--- src/rtl/audio_mixer_n_if.sv ---
// Frame-level port bundle of the N-channel stereo mixer.
// The slave modport is the mixer side and the master modport is the producer/consumer side.
interface audio_mixer_n_if #(
  parameter int unsigned NUM_CH = 4,
  parameter int unsigned IN_W   = 16,
  parameter int unsigned OUT_W  = 16,
  parameter int unsigned GAIN_W = 8
);
  logic                       sample_stb_i;
  logic [NUM_CH*IN_W-1:0]     ch_data_i;
  logic [NUM_CH*GAIN_W-1:0]   ch_gain_i;
  logic [NUM_CH*2-1:0]        ch_route_i;
  logic                       mute_i;
  logic                       clear_i;
  logic [OUT_W-1:0]           left_o;
  logic [OUT_W-1:0]           right_o;
  logic                       valid_o;
  logic                       busy_o;
  logic                       clip_l_o;
  logic                       clip_r_o;
  logic                       overrun_o;

  modport slave (
    input  sample_stb_i, ch_data_i, ch_gain_i, ch_route_i, mute_i, clear_i,
    output left_o, right_o, valid_o, busy_o, clip_l_o, clip_r_o, overrun_o
  );

  modport master (
    output sample_stb_i, ch_data_i, ch_gain_i, ch_route_i, mute_i, clear_i,
    input  left_o, right_o, valid_o, busy_o, clip_l_o, clip_r_o, overrun_o
  );
endinterface

--- src/rtl/audio_mixer_n.sv ---
// N-channel stereo mixer: per-channel gain and L/R routing, one channel MAC per cycle,
// then floor-shift back to unity gain and saturate to the output width.
module audio_mixer_n #(
  parameter int unsigned NUM_CH = 4,
  parameter int unsigned IN_W   = 16,
  parameter int unsigned OUT_W  = 16,
  parameter int unsigned GAIN_W = 8
) (
  input  logic            clk_i,
  input  logic            rst_ni,
  audio_mixer_n_if.slave  bus
);

  localparam int unsigned PROD_W   = IN_W + GAIN_W + 1;
  localparam int unsigned ACC_W    = PROD_W + $clog2(NUM_CH);
  localparam int unsigned IDX_W    = (NUM_CH > 1) ? $clog2(NUM_CH) : 1;
  localparam int unsigned SHIFT    = GAIN_W - 1;
  localparam int unsigned LAST_IDX = NUM_CH - 1;

  // Output range expressed at accumulator width for signed comparison.
  localparam logic signed [ACC_W-1:0] SAT_MAX = ACC_W'({1'b0, {(OUT_W-1){1'b1}}});
  localparam logic signed [ACC_W-1:0] SAT_MIN = ~SAT_MAX;

  typedef enum logic [1:0] {
    S_IDLE  = 2'd0,
    S_ACCUM = 2'd1,
    S_SCALE = 2'd2
  } state_e;

  state_e                     state_q, state_d;
  logic [IDX_W-1:0]           idx_q, idx_d;
  logic [NUM_CH*IN_W-1:0]     data_q, data_d;
  logic [NUM_CH*GAIN_W-1:0]   gain_q, gain_d;
  logic [NUM_CH*2-1:0]        route_q, route_d;
  logic                       mute_q, mute_d;
  logic signed [ACC_W-1:0]    acc_l_q, acc_l_d;
  logic signed [ACC_W-1:0]    acc_r_q, acc_r_d;
  logic [OUT_W-1:0]           left_q, left_d;
  logic [OUT_W-1:0]           right_q, right_d;
  logic                       valid_q, valid_d;
  logic                       busy_q, busy_d;
  logic                       clip_l_q, clip_l_d;
  logic                       clip_r_q, clip_r_d;
  logic                       overrun_q, overrun_d;

  logic signed [IN_W-1:0]     cur_data_c;
  logic signed [GAIN_W:0]     cur_gain_c;
  logic signed [PROD_W-1:0]   prod_c;
  logic [OUT_W:0]             sat_l_c;
  logic [OUT_W:0]             sat_r_c;

  // Returns {clip, sample}: floor shift back to unity gain, then clamp.
  function automatic logic [OUT_W:0] saturate(input logic signed [ACC_W-1:0] acc);
    logic signed [ACC_W-1:0] shifted;
    shifted = acc >>> SHIFT;
    if (shifted > SAT_MAX) begin
      saturate = {1'b1, SAT_MAX[OUT_W-1:0]};
    end else if (shifted < SAT_MIN) begin
      saturate = {1'b1, SAT_MIN[OUT_W-1:0]};
    end else begin
      saturate = {1'b0, shifted[OUT_W-1:0]};
    end
  endfunction

  // Selected channel's signed product; gain is zero-extended so it is never negative.
  always_comb begin
    cur_data_c = data_q[32'(idx_q) * IN_W +: IN_W];
    cur_gain_c = {1'b0, gain_q[32'(idx_q) * GAIN_W +: GAIN_W]};
    prod_c     = PROD_W'(cur_data_c) * PROD_W'(cur_gain_c);
  end

  assign sat_l_c = saturate(acc_l_q);
  assign sat_r_c = saturate(acc_r_q);

  always_ff @(posedge clk_i or negedge rst_ni) begin
    if (!rst_ni) begin
      state_q   <= S_IDLE;
      idx_q     <= '0;
      data_q    <= '0;
      gain_q    <= '0;
      route_q   <= '0;
      mute_q    <= 1'b0;
      acc_l_q   <= '0;
      acc_r_q   <= '0;
      left_q    <= '0;
      right_q   <= '0;
      valid_q   <= 1'b0;
      busy_q    <= 1'b0;
      clip_l_q  <= 1'b0;
      clip_r_q  <= 1'b0;
      overrun_q <= 1'b0;
    end else begin
      state_q   <= state_d;
      idx_q     <= idx_d;
      data_q    <= data_d;
      gain_q    <= gain_d;
      route_q   <= route_d;
      mute_q    <= mute_d;
      acc_l_q   <= acc_l_d;
      acc_r_q   <= acc_r_d;
      left_q    <= left_d;
      right_q   <= right_d;
      valid_q   <= valid_d;
      busy_q    <= busy_d;
      clip_l_q  <= clip_l_d;
      clip_r_q  <= clip_r_d;
      overrun_q <= overrun_d;
    end
  end

  always_comb begin
    state_d   = state_q;
    idx_d     = idx_q;
    data_d    = data_q;
    gain_d    = gain_q;
    route_d   = route_q;
    mute_d    = mute_q;
    acc_l_d   = acc_l_q;
    acc_r_d   = acc_r_q;
    left_d    = left_q;
    right_d   = right_q;
    valid_d   = 1'b0;
    clip_l_d  = clip_l_q;
    clip_r_d  = clip_r_q;
    overrun_d = overrun_q;

    unique case (state_q)
      S_IDLE: begin
        if (bus.sample_stb_i) begin
          data_d  = bus.ch_data_i;
          gain_d  = bus.ch_gain_i;
          route_d = bus.ch_route_i;
          mute_d  = bus.mute_i;
          acc_l_d = '0;
          acc_r_d = '0;
          idx_d   = '0;
          state_d = S_ACCUM;
        end
      end

      S_ACCUM: begin
        if (route_q[2*idx_q]) begin
          acc_l_d = acc_l_q + ACC_W'(prod_c);
        end
        if (route_q[2*idx_q+1]) begin
          acc_r_d = acc_r_q + ACC_W'(prod_c);
        end
        if (idx_q == IDX_W'(LAST_IDX)) begin
          state_d = S_SCALE;
        end else begin
          idx_d = idx_q + IDX_W'(1);
        end
      end

      S_SCALE: begin
        if (mute_q) begin
          left_d   = '0;
          right_d  = '0;
          clip_l_d = 1'b0;
          clip_r_d = 1'b0;
        end else begin
          left_d   = sat_l_c[OUT_W-1:0];
          right_d  = sat_r_c[OUT_W-1:0];
          clip_l_d = sat_l_c[OUT_W];
          clip_r_d = sat_r_c[OUT_W];
        end
        valid_d = 1'b1;
        state_d = S_IDLE;
      end

      default: state_d = S_IDLE;
    endcase

    busy_d = (state_d != S_IDLE);

    // A strobe arriving mid-frame is dropped; setting beats a same-cycle clear.
    if (bus.clear_i) begin
      overrun_d = 1'b0;
    end
    if (bus.sample_stb_i && busy_q) begin
      overrun_d = 1'b1;
    end
  end

  assign bus.left_o    = left_q;
  assign bus.right_o   = right_q;
  assign bus.valid_o   = valid_q;
  assign bus.busy_o    = busy_q;
  assign bus.clip_l_o  = clip_l_q;
  assign bus.clip_r_o  = clip_r_q;
  assign bus.overrun_o = overrun_q;

endmodule

--- src/flat_wrapper.sv ---
// flat-port wrapper written by rule: the top's interface ports become plain ports
module audio_mixer_n_flat 
#(
  parameter int unsigned NUM_CH = 4,
  parameter int unsigned IN_W   = 16,
  parameter int unsigned OUT_W  = 16,
  parameter int unsigned GAIN_W = 8
)
  (clk_i, rst_ni, bus_sample_stb_i, bus_ch_data_i, bus_ch_gain_i, bus_ch_route_i, bus_mute_i, bus_clear_i, bus_left_o, bus_right_o, bus_valid_o, bus_busy_o, bus_clip_l_o, bus_clip_r_o, bus_overrun_o);
  audio_mixer_n_if #(.NUM_CH(NUM_CH), .IN_W(IN_W), .OUT_W(OUT_W), .GAIN_W(GAIN_W)) bus_i ();
  input  logic clk_i;
  input  logic rst_ni;
  input wire logic [$bits(bus_i.sample_stb_i)-1:0] bus_sample_stb_i;
  input wire logic [$bits(bus_i.ch_data_i)-1:0] bus_ch_data_i;
  input wire logic [$bits(bus_i.ch_gain_i)-1:0] bus_ch_gain_i;
  input wire logic [$bits(bus_i.ch_route_i)-1:0] bus_ch_route_i;
  input wire logic [$bits(bus_i.mute_i)-1:0] bus_mute_i;
  input wire logic [$bits(bus_i.clear_i)-1:0] bus_clear_i;
  output wire logic [$bits(bus_i.left_o)-1:0] bus_left_o;
  output wire logic [$bits(bus_i.right_o)-1:0] bus_right_o;
  output wire logic [$bits(bus_i.valid_o)-1:0] bus_valid_o;
  output wire logic [$bits(bus_i.busy_o)-1:0] bus_busy_o;
  output wire logic [$bits(bus_i.clip_l_o)-1:0] bus_clip_l_o;
  output wire logic [$bits(bus_i.clip_r_o)-1:0] bus_clip_r_o;
  output wire logic [$bits(bus_i.overrun_o)-1:0] bus_overrun_o;
  assign bus_i.sample_stb_i = bus_sample_stb_i;
  assign bus_i.ch_data_i = bus_ch_data_i;
  assign bus_i.ch_gain_i = bus_ch_gain_i;
  assign bus_i.ch_route_i = bus_ch_route_i;
  assign bus_i.mute_i = bus_mute_i;
  assign bus_i.clear_i = bus_clear_i;
  assign bus_left_o = bus_i.left_o;
  assign bus_right_o = bus_i.right_o;
  assign bus_valid_o = bus_i.valid_o;
  assign bus_busy_o = bus_i.busy_o;
  assign bus_clip_l_o = bus_i.clip_l_o;
  assign bus_clip_r_o = bus_i.clip_r_o;
  assign bus_overrun_o = bus_i.overrun_o;
  audio_mixer_n #(.NUM_CH(NUM_CH), .IN_W(IN_W), .OUT_W(OUT_W), .GAIN_W(GAIN_W)) u_core (.clk_i(clk_i), .rst_ni(rst_ni), .bus(bus_i));
endmodule
--- config.mk ---
export PLATFORM = sky130hd
export DESIGN_NAME = audio_mixer_n_flat
export DESIGN_NICKNAME = d
export VERILOG_FILES = /design/src/rtl/audio_mixer_n_if.sv /design/src/rtl/audio_mixer_n.sv /design/src/flat_wrapper.sv
export SDC_FILE = /design/constraint.sdc
export NUM_CORES = 1
export LEC_CHECK = 0
export BUFFER_PORTS_ARGS = -buffer_cell sky130_fd_sc_hd__buf_2
export CORE_ASPECT_RATIO = 0.7
export CORE_MARGIN = 4
export CORE_UTILIZATION = 60
export CTS_BUF_LIST = sky130_fd_sc_hd__clkbuf_4 sky130_fd_sc_hd__clkbuf_8 sky130_fd_sc_hd__clkbuf_16
export DETAILED_ROUTE_END_ITERATION = 10
export GPL_TIMING_DRIVEN = 0
export HOLD_SLACK_MARGIN = 0.05
export PLACE_DENSITY = 0.81
export RECOVER_POWER = 25
export SYNTH_ARGS = -nofsm -noshare
export SYNTH_HDL_FRONTEND = slang
export SYNTH_SLANG_ARGS = --single-unit
--- constraint.sdc ---
create_clock -name clk_i -period 8.7 [get_ports clk_i]
set_clock_uncertainty 0.1 [all_clocks]
set_input_delay 1.305 -clock clk_i [delete_from_list [all_inputs] [get_ports clk_i]]
set_output_delay 1.305 -clock clk_i [all_outputs]
set_load 0.02 [all_outputs]
==> results of run 1 <==
-- layer usage --
layer,GRT usage (%),vias up,wire length [µm]
met5,0,-,21
met3,8.64,49,3980
li1,-,6035,-
met2,43.6,522,18300
met4,5.90,4,488
met1,44.6,6533,18500
-- sequential cells by signal, summed over array words and instances (netlist names), 2 cells and up --
name	flops
u_core.route_q	8
u_core.acc_l_q	27
u_core.acc_r_q	27
u_core.gain_q	32
u_core.data_q	64
u_core.bus.right_o	16
u_core.bus.left_o	16
u_core.idx_q	2
u_core.state_q	2
-- logic make-up (layout without fill, tap and decap cells) --
| kind of cell | Yosys count | after routing |
|---|---|---|
| buffers and inverters | 254 | 430 |
| adder cells (fa/ha/maj) | 211 | 211 |
| XOR/XNOR | 55 | 55 |
| flip-flops | 200 | 200 |
| AND/OR/NAND/NOR | 726 | 726 |
| multiplexers | 29 | 29 |
| AO/OA/AOI/OAI | 271 | 271 |
-- cell type report --
| type | count | area, µm² | area share, % |
|---|---|---|---|
| timing repair buffer | 148 | 743 | 4.33 |
| buffer | 62 | 260 | 1.52 |
| inverter | 191 | 717 | 4.18 |
| clock buffer | 17 | 425 | 2.48 |
| multi-input combinational | 1292 | 9450 | 55.1 |
| clock inverter | 12 | 159 | 0.925 |
| sequential | 200 | 5000 | 29.1 |
| tap | 325 | 407 | 2.37 |
-- metrics by stage --
stage | utilization, % | std cells | setup TNS [ns]
2_1_floorplan | - | 1746 | 0
3_3_place_gp | 66.2 | 2216 | -5.81
3_5_place_dp | 66.3 | 2217 | -6.41
4_1_cts | 68.8 | 2245 | 0
5_1_grt | 68.9 | 2247 | 0
6_report | 68.9 | 2247 | 0
-- synth_stat cells (12+ instances only) --
cell	count	area, µm²
a21oi_1	51	255
o31ai_1	15	113
inv_1	191	717
nand2b_1	12	75.1
nand3_1	63	315
fa_1	104	2080
and2_1	73	457
a21o_1	28	210
nor2_1	32	120
mux4_2	26	586
o21a_1	15	113
xor2_1	23	201
o21ai_0	106	531
nor3_1	13	65.1
ha_1	107	1340
xnor2_1	32	280
dfrtp_1	200	5000
clkbuf_1	54	203
nand2_1	488	1830
-- critical path: cells and delay by family (launching register included) --
kind | cells | cell delay (ns)
adder cells (fa/ha/maj) | 6 | 2.74
AO/OA/AOI/OAI | 10 | 2.28
buffers and inverters | 6 | 1.08
AND/OR/NAND/NOR | 4 | 0.84
XOR/XNOR | 1 | 0.41
multiplexers | 1 | 0.40
flip-flops | 1 | 0.37
-- path summary, 6_finish.rpt --
kind                                   startpoint                     end  slack, ns
max reg2reg                       u_core.idx_q[1]      u_core.acc_r_q[26]       0.36
min                        u_core.bus.right_o[13]  u_core.bus.right_o[13]       0.36
max in group asynchronous                  rst_ni        u_core.data_q[8]       1.69
max                               u_core.idx_q[1]      u_core.acc_r_q[26]       0.36
min in group asynchronous                  rst_ni   u_core.bus.right_o[4]       2.24
min reg2reg                u_core.bus.right_o[13]  u_core.bus.right_o[13]       0.36
-- timing repair --
item	in CTS	in global routing
pin swaps	0	2
buffers inserted	0	2
resized for setup	16	17
endpoints found under the setup margin	15	12
==> run_results.csv, run 1 <==
group,metric,value,unit
finish,layout_common_cells,"488 x nand2_1, 200 x dfrtp_1, 191 x inv_1, 143 x buf_2, 107 x ha_1",
timing,finalCritPeriodShare,95.9,%
finish,fin_nets,2232,
clock_network,clkTransAtPathRegs,0.08,ns
finish,insertedDiodeCount,0,
logic_synthesis,async_flop_share,100,%
timing,setup_violations,0,
floorplan,start_util,61.6,%
clock_network,cts.sinks,200,
finish,design_area,17200,µm²
placement,io_buffers,145,
placement,dpl_worst_slack,-0.853,ns
global_route,grt_pass1_wl,66600,µm
floorplan,die_width,199,µm
worst_setup_path,crit_path_start_kind,"flop",
worst_setup_path,slowest_stage,"fa_1",
routing,num_vias,13143,
min_path,hp-class,"reg -> reg",
floorplan,die-area,28300,µm²
worst_setup_path,max_stage_delay,0.55,ns
routing,drc,0,
clock_network,cts_tree,"yes",
status,violations,"max-capacitance violations, max-slew violations",
timing,rsz0062_at_grt,"no",
clock_network,cts-root-buf,"clkbuf_16",
logic_synthesis,yosys_warnings,0,
logic_synthesis,ys_seq_area_share,32.6,%
logic_synthesis,syn-num-nets,2066,
logic_synthesis,syn_area_per_cell,8.79,µm²
worst_setup_path,r2r_cells,28,
placement,dp_hpwl,32300,µm
logic_synthesis,synth_cell_types,59,
worst_setup_path,cp_common_cell,"fa_1",
floorplan,die_h,142,µm
finish,area_delta_synth_final,11.8,%
finish,layout_commonest_cell,"nand2_1",
worst_setup_path,cp_max_fo,10,
timing,slew-limit-headroom,-183,%
timing,fmax,120,MHz
timing,period_needed,8.34,ns
global_route,antenna_found_initial,2,
routing,drt_iter0_drc,1097,
logic_synthesis,synthAdderAreaFrac,22.3,%
logic_synthesis,synthMuxAreaShare,4.02,%
logic_synthesis,synth_edf_count,0,
min_path,holdPathStages,2,
logic_synthesis,synth-compound-area-share,11.1,%
routing,wl_per_cell,18.4,µm
worst_setup_path,endpoint_kind,"flop",
logic_synthesis,synthXorXnorAreaFrac,3.14,%
placement,gp_congestion,0.916,
global_route,grt_overflow,0,
routing,ant_nets,0,
finish,drive_gt1_share,12.2,%
flow_run,drv_cap,2,
floorplan,coreArea,24900,µm²
floorplan,pin_count,146,
logic_synthesis,synth_seq_cells,200,
timing,worst_slack,0.356,ns
global_route,gr-usage-all-layers,29.7,%
timing,maxSlewViolCount,203,
timing,hold_slack,0.365,ns
logic_synthesis,netlist_area,15400,µm²
routing,drt-total-wl,41300,µm
status,status,"finished, violations left",
floorplan,std_cell_rows,48,
worst_setup_path,arrival,8.58,ns
clock_network,hold_buffers,0,
finish,nFillCells,1932,
global_route,grt_max_degree,124,
logic_synthesis,synthCells,1746,
logic_synthesis,synth-simple-area-share,20.7,%
logic_synthesis,yosys_most_used_dff,"dfrtp_1",
global_route,grt_pass1_vias,12992,
clock_network,cts_buffer_depth,2,
timing,hold_viol,0,
clock_network,clk_latency,0.45,ns
clock_network,h-tree-depth,4,
worst_setup_path,cp.required,8.94,ns
placement,placed_cell_area,16500,µm²
worst_setup_path,crit_type,"reg -> reg",
logic_synthesis,synth_top_family_by_area,"adder cells",
timing,tightest_slew,4.24,ns
routing,first_pass_iters,5,
routing,drt-vias-per-instance,5.85,
clock_network,cts_buffers,17,
Power of run 1 is not shown: default switching activity piles up to over one toggle a cycle in this logic, so the estimate is an artifact.
==> inputs of run 2 (changes only) <==
- REMOVE_ABC_BUFFERS: default -> 1
==> run 2 against run 1 <==
Against the previous run: the flow still finishes with violations (max-capacitance violations, max-slew violations); die area is the same; via count shrank 6.5%; routed wire length shrank 15%; clock-buffer cell count is the same; cell count shrank 2.3%; non-clock buffer count shrank 55; critical path type unchanged.
==> run_results.csv, run 2 (synthesis gave the netlist of run 1 again) <==
group,metric,value,unit
floorplan,coreArea,24900,µm²
floorplan,pin_count,146,
timing,maxSlewViolCount,207,
global_route,grt_max_degree,116,
worst_setup_path,crit_path_start_kind,"flop",
global_route,grt_pass1_wl,59800,µm
clock_network,cts_tree,"yes",
worst_setup_path,slowest_stage,"mux4_2",
clock_network,clk_latency,0.46,ns
timing,rsz0062_at_grt,"no",
finish,largestRegisters,"u_core.data_q: 64 flops, u_core.gain_q: 32 flops",
status,status,"finished, violations left",
timing,finalCritPeriodShare,94.8,%
finish,insertedDiodeCount,0,
routing,wl_per_cell,15.9,µm
clock_network,hold_buffers,0,
global_route,grt_pass1_vias,12244,
timing,finalSetupTns,0,ns
finish,layout_common_cells,"486 x nand2_1, 198 x dfrtp_1, 191 x inv_1, 143 x buf_2, 107 x ha_1",
clock_network,clkTransAtPathRegs,0.08,ns
floorplan,die_width,199,µm
finish,area_delta_synth_final,11.1,%
routing,num_vias,12289,
floorplan,start_util,61.6,%
routing,drt-vias-per-instance,5.60,
routing,ant_nets,0,
global_route,gr-usage-all-layers,25.7,%
worst_setup_path,setup.worst_path.start,"u_core.idx_q[0]",
clock_network,h-tree-depth,4,
worst_setup_path,endpoint_kind,"flop",
routing,drc,0,
placement,dp_hpwl,25500,µm
floorplan,die-area,28300,µm²
worst_setup_path,r2r_cells,28,
timing,tightest_slew,4.77,ns
placement,io_buffers,145,
finish,nFillCells,1998,
worst_setup_path,regToRegStartpoint,"u_core.idx_q[0]",
floorplan,die_h,142,µm
timing,setup_violations,0,
finish,drive_gt1_share,12.6,%
min_path,holdPathStages,2,
flow_run,drv_cap,3,
placement,gp_congestion,0.882,
clock_network,cts_buffer_depth,2,
finish,final_util,68.5,%
worst_setup_path,crit_type,"reg -> reg",
timing,hold_viol,0,
clock_network,cts_buffers,17,
clock_network,cts-root-buf,"clkbuf_16",
finish,top_register,"u_core.data_q",
routing,drt_iter0_drc,763,
worst_setup_path,arrival,8.52,ns
finish,fin_nets,2177,
min_path,hp-start,"u_core.bus.left_o[3]",
timing,fmax,121,MHz
timing,slew-limit-headroom,-218,%
routing,first_pass_iters,5,
clock_network,cts.sinks,200,
global_route,antenna_found_initial,0,
finish,layout_commonest_cell,"nand2_1",
worst_setup_path,cp_common_cell,"fa_1",
timing,hold_slack,0.365,ns
worst_setup_path,cp.required,8.97,ns
routing,drt-total-wl,34900,µm
status,violations,"max-capacitance violations, max-slew violations",
worst_setup_path,max_stage_delay,0.65,ns
worst_setup_path,cp_max_fo,25,
timing,period_needed,8.25,ns
floorplan,std_cell_rows,48,
global_route,grt_overflow,0,
finish,largest_reg_flops,64,
min_path,hp-class,"reg -> reg",
run 2: cell types whose count changed in the layout (fill, tap and decap cells not counted), sizes merged:
cell,before,now
clkinvlp,2,0
clkbuf,75,20
clkinv,2,5
inv,197,199
run 2: cell type report:
class	instances	area, µm²	area share (%)
clock inverters	15	221	1.30
flip-flops and latches	200	5010	29.4
inverters	191	717	4.20
repair buffers	155	867	5.08
well taps	325	407	2.38
clock buffers	17	425	2.49
multi-input cells	1292	9410	55.2
run 2: layer usage:
metal | vias up | global-route usage, % | routed length, µm
met1 | 5947 | 38.1 | 16400
met3 | 46 | 4.01 | 1760
met5 | - | 0 | 0
met4 | 0 | 5.61 | 455
li1 | 5958 | - | -
met2 | 338 | 40.5 | 16200
run 2: timing repair:
action / CTS / global route
buffers inserted: 0 / 5
setup endpoints to repair: 2 / 3
pin swaps: 0 / 0
gates cloned: 0 / 0
resized for setup: 1 / 2
run 2: stage by stage:
stage / cells / instance area [µm²] / worst slack (ns)
3_5_place_dp: 2158 / 16400 / -0.144
2_1_floorplan: 1683 / 15100 / 0.555
3_3_place_gp: 2153 / 16300 / -0.568
6_report: 2195 / 17100 / 0.451
4_1_cts: 2190 / 17100 / 0.312
5_1_grt: 2195 / 17100 / 0.00681
run 2: worst max-delay path: cells and delay by family (launching register included):
| family | cells | cell delay (ns) |
|---|---|---|
| flip-flops | 1 | 0.47 |
| buffers and inverters | 3 | 0.34 |
| AO/OA/AOI/OAI | 7 | 1.65 |
| adder cells (fa/ha/maj) | 6 | 2.70 |
| AND/OR/NAND/NOR | 9 | 1.65 |
| multiplexers | 2 | 0.89 |
| XOR/XNOR | 1 | 0.32 |
run 2: final timing paths:
kind | to | slack [ns]
setup / recovery | u_core.acc_l_q[26] | 0.45
hold / removal | u_core.bus.left_o[3] | 0.36
setup reg to reg | u_core.acc_l_q[26] | 0.45
hold reg to reg | u_core.bus.left_o[3] | 0.36
max in group asynchronous | u_core.data_q[54] | 3.35
min in group asynchronous | u_core.bus.right_o[15] | 2.45
Power of run 2 is left out for the same reason.
